--- config.mk ---
export PLATFORM = sky130hd
export DESIGN_NAME = snn_synapse_accum
export DESIGN_NICKNAME = d
export VERILOG_FILES = /design/src/rtl/snn_synapse_accum.sv
export SDC_FILE = /design/constraint.sdc
export NUM_CORES = 1
export LEC_CHECK = 0
export CORE_MARGIN = 2
export CORE_UTILIZATION = 50
export CTS_CLUSTER_SIZE = 8
export DETAILED_ROUTE_END_ITERATION = 8
export DONT_BUFFER_PORTS = 1
export GPL_TIMING_DRIVEN = 0
export PLACE_DENSITY = 0.62
export SLEW_MARGIN = 20
export SYNTH_ARGS = -nofsm -noshare
export SYNTH_HDL_FRONTEND = slang
export SYNTH_SLANG_ARGS = --single-unit
--- constraint.sdc ---
create_clock -name clk -period 5 [get_ports clk]
set_input_delay 0.25 -clock clk [delete_from_list [all_inputs] [get_ports clk]]
set_output_delay 0.25 -clock clk [all_outputs]
set_load 0.1 [all_outputs]
--- src/rtl/snn_synapse_accum.sv ---
// snn_synapse_accum: per-timestep serial sum of active-input Q16.16 weights, emitted as a one-cycle current pulse.
// Define SYN_SATURATE_EN to clamp the sum to signed 32-bit; otherwise the low 32 bits wrap.
module snn_synapse_accum #(
  parameter int N_INPUTS = 16,
  parameter int ADDR_W   = 4,
  parameter int ACC_W    = 40
) (
  input  logic                clk,
  input  logic                resetn,
  input  logic                start,
  input  logic [N_INPUTS-1:0] spike_vec,
  output logic                busy,
  output logic                weight_rd_en,
  output logic [ADDR_W-1:0]   weight_addr,
  input  logic [31:0]         weight_data,
  output logic [31:0]         current_out,
  output logic                current_valid
);
  typedef enum logic [1:0] {IDLE, READ, DRAIN, DONE} state_t;
  localparam logic [ADDR_W-1:0] LAST = ADDR_W'(N_INPUTS - 1);
  state_t state, state_n;
  logic [N_INPUTS-1:0] vec;
  logic signed [ACC_W-1:0] acc, acc_n;
  logic d_en;
  logic [ADDR_W-1:0] d_idx;
  logic [31:0] sum32;
  always_comb begin
    state_n = state == IDLE  ? (start ? READ : IDLE) :
              state == READ  ? (weight_addr == LAST ? DRAIN : READ) :
              state == DRAIN ? DONE : IDLE;
  end
  // weight_data belongs to the address issued one cycle earlier
  always_comb begin
    acc_n = (d_en && vec[d_idx]) ? acc + {{(ACC_W-32){weight_data[31]}}, weight_data} : acc;
`ifdef SYN_SATURATE_EN
    sum32 = (&acc_n[ACC_W-1:31] || ~|acc_n[ACC_W-1:31]) ? acc_n[31:0] :
            acc_n[ACC_W-1] ? 32'h8000_0000 : 32'h7FFF_FFFF;
`else
    sum32 = acc_n[31:0];
`endif
  end
  always_ff @(posedge clk or negedge resetn) begin
    if (!resetn) begin
      state         <= IDLE;
      vec           <= '0;
      acc           <= '0;
      d_en          <= 1'b0;
      d_idx         <= '0;
      busy          <= 1'b0;
      weight_rd_en  <= 1'b0;
      weight_addr   <= '0;
      current_out   <= '0;
      current_valid <= 1'b0;
    end else begin
      state         <= state_n;
      if (state == IDLE && start) vec <= spike_vec;
      acc           <= (state == IDLE) ? '0 : acc_n;
      d_en          <= weight_rd_en;
      d_idx         <= weight_addr;
      busy          <= state_n != IDLE;
      weight_rd_en  <= state_n == READ;
      weight_addr   <= (state == READ && state_n == READ) ? weight_addr + ADDR_W'(1) : '0;
      current_out   <= state_n == DONE ? sum32 : '0;
      current_valid <= state_n == DONE;
    end
  end
endmodule

==> run_results.csv <==
group,metric,value,unit
status,outcome,"completed",
yosys,synth_edf_count,0,
worst_setup_path,crit_fanout,4,
grt,grt_pass1_wl,24560,um
yosys,ys.flop_type,"dfrtp_1",
clock_network,clk_latency,0.35,ns
power,ir_drop,0.4944,mV
yosys,synth_cell_types,70,
drt,wl_per_cell,19.81,um
yosys,postSynthAreaPerCell,9.496,um2
sta,layout_min_cycle_time,2.911,ns
final_layout,drive_gt1_frac,0.1029,
yosys,synthTopCellsByArea,"dfrtp_1 41%, ha_1 7.1%, nand2_1 5.7%",
clock_network,cts_resized,0,
drt,avgViaCountPerCell,5.986,
worst_setup_path,crit_type,"reg2reg",
sta,whs,0.01071,ns
worst_hold_path,hold_path_depth,2,
floorplan,fp.coreArea,0.01094,mm2
sta,hold_violations,0,
sta,setup_viol,0,
worst_setup_path,rr_worst_depth,10,
yosys,synth_top_area_share,0.4149,
sta,slew_headroom,0.3082,
clock_network,htreeDepth,3,
drt,drc,0,
floorplan,io_pins,90,
clock_network,path_clk_slew,0.07,ns
final_layout,antenna_cells,0,
yosys,yosys.area.top_type,"dfrtp_1",
worst_hold_path,min_from,"spike_vec[1]",
worst_setup_path,reg2reg_to,"current_out[28]",
worst_hold_path,hold_class,"in2reg",
worst_hold_path,holdPathEnd,"vec[1]",
worst_setup_path,r2r_start,"acc[0]",
sta,fmax,0.3435,GHz
placed_design,place_hpwl,11340,um
yosys,ys_seq_elements,94,
placed_design,io_buffers,0,
run,max-cap-violations,0,
final_layout,syn_to_final_growth,10.40,%
sta,tns,0,ns
grt,grt_pass1_vias,4673,
clock_network,root_buffer,"clkbuf_16",
drt,dr.pass1.iters,5,
floorplan,start_util,0.5184,
drt,drt-total-wl,15100,um
grt,track_usage,0.2548,
final_layout,nets,701,
sta,fin_skew,0.009326,ns
clock_network,cts_made_buffers,9,
yosys,yosys_warnings,0,
worst_setup_path,startpoint_type,"register",
sta,rsz0062_at_grt,"false",
clock_network,cts_sinks,94,
drt,final_antenna_net_count,0,
yosys,async_flop_share,1.000,
worst_setup_path,arrival,3.12,ns
grt,grt_max_degree,95,
yosys,syn_area,0.005669,mm2
yosys,yosysMostFrequentCell,"dfrtp_1",
yosys,ys_top_cells_by_count,"94 x dfrtp_1, 86 x nand2_1, 60 x nor2_1, 37 x a21oi_1, 32 x ha_1",
grt,grt-ovfl-total,0,
worst_setup_path,worst-r2r-setup-slack,2.09,ns
drt,drtIter0Drc,235,
yosys,syn-num-nets,681,
power,pwr_density_cell,763.1,mW/mm2
floorplan,rows,38,
floorplan,die_w,110.5,um
placed_design,routabilityCongestion,0.9125,
floorplan,die_area,0.01221,mm2
worst_setup_path,crit_path_end_kind,"register",
drt,vias,4561,
clock_network,cts_tree,"built",
power,p_leak,0.002851,uW
yosys,synth_seq_area_share,0.4149,
sta,maxSlewViolCount,0,
floorplan,die_y,110.5,um
yosys,synth_cells,597,
sta,worst_slew_pin_slew,1.038,ns
grt,grt_antenna_before_repair,0,
sta,fin_crit_sh,0.5822,
clock_network,cts_buffer_depth,2,
worst_setup_path,cp.required,5.20,ns
==> how the worst max path moves through the flow <==
stage | from | to | slack (ns) | depth (start not counted)
final | acc[0] | current_out[28] | 2.09 | 10
after floorplan | acc[0] | acc[18] | 2.66 | 11
after detailed placement | acc[0] | current_out[28] | 2.09 | 10
after global placement | acc[0] | current_out[28] | 2.15 | 10
after global routing | acc[0] | current_out[28] | 1.93 | 10
after CTS | acc[0] | current_out[28] | 2.09 | 10
==> logic make-up (layout without fill, tap and decap cells) <==
kind of cell | after synthesis | in the layout | synth area share
muxes | 17 | 17 | 0.03995
and+or+nand+nor | 235 | 235 | 0.1918
buffers and inverters | 41 | 66 | 0.05120
AOI/OAI and AO/OA | 155 | 155 | 0.1940
xor gates and xnor gates | 22 | 22 | 0.03399
DFF | 94 | 94 | 0.4149
adders and majority gates | 33 | 33 | 0.07416
==> metal layers <==
metal / global-route usage / vias up / wire length, um
met5: 0 / - / 0
li1: - / 2179 / -
met4: 0.1008 / 0 / 391
met2: 0.3918 / 139 / 6889
met1: 0.3536 / 2216 / 6913
met3: 0.05324 / 27 / 902
==> flip-flops by register name, indices dropped and copies added (netlist names), 2 cells and up <==
name	flops
vec	16
d_idx	4
current_out	32
state	2
acc	32
weight_addr	4
==> through the flow <==
| stage | instances | cell area (um2) | util | setup slack [ns] | power (uW) |
|---|---|---|---|---|---|
| floorplan | 597 | 5669 | - | 2.655 | 3373 |
| global placement | 737 | 5844 | 0.5344 | 2.147 | 3964 |
| detailed placement | 737 | 5844 | 0.5344 | 2.085 | 4023 |
| CTS | 762 | 6259 | 0.5723 | 2.094 | 4783 |
| global route | 762 | 6259 | 0.5723 | 1.932 | 5150 |
| finish | 762 | 6259 | 0.5723 | 2.089 | 4776 |
==> layout by cell type (no fill, tap or decap), types with 10 or more instances in the layout <==
cell | netlist | routed
nor3_1 | 12 | 12
nand3_1 | 20 | 20
nor2_1 | 60 | 60
mux2i_1 | 10 | 10
ha_1 | 32 | 32
nand2_1 | 86 | 86
a211oi_1 | 14 | 14
a21o_1 | 14 | 14
inv_1 | 10 | 10
dfrtp_1 | 94 | 94
o21ai_0 | 27 | 27
nand4_1 | 13 | 13
xnor2_1 | 13 | 13
a21oi_1 | 37 | 37
and2_1 | 14 | 14
==> report_power, final <==
| group | internal (uW) | total (uW) | switching (uW) |
|---|---|---|---|
| combinational | 1070 | 2710 | 1640 |
| clock | 399 | 716 | 317 |
| sequential | 1000 | 1350 | 343 |
==> final cells by class <==
cell class	instances	area, um2
clock buffer	10	229.0
sequential	94	2352
inverter	11	41.29
multi-input combinational	462	3027
fill	1017	4677
clock inverter	6	77.57
tap	140	175.2
buffer	30	249.0
timing repair buffer	9	107.6
==> worst max-delay path, stage by stage (launching register included) <==
cell	delay, ns
dfrtp_1	0.35
ha_1	0.20
inv_1	0.07
fa_1	0.37
and2b_1	0.26
o21ba_2	0.16
o211ai_1	0.18
a21oi_1	0.55
nor3_1	0.17
a2111oi_4	0.37
nor2_1	0.10
==> timing repair <==
| item | in CTS | in global routing |
|---|---|---|
| endpoints found under the hold margin | 101 | 0 |
| hold buffers | 9 | 0 |
| buffers inserted | 0 | 0 |
(Power assumes the default switching activity.)
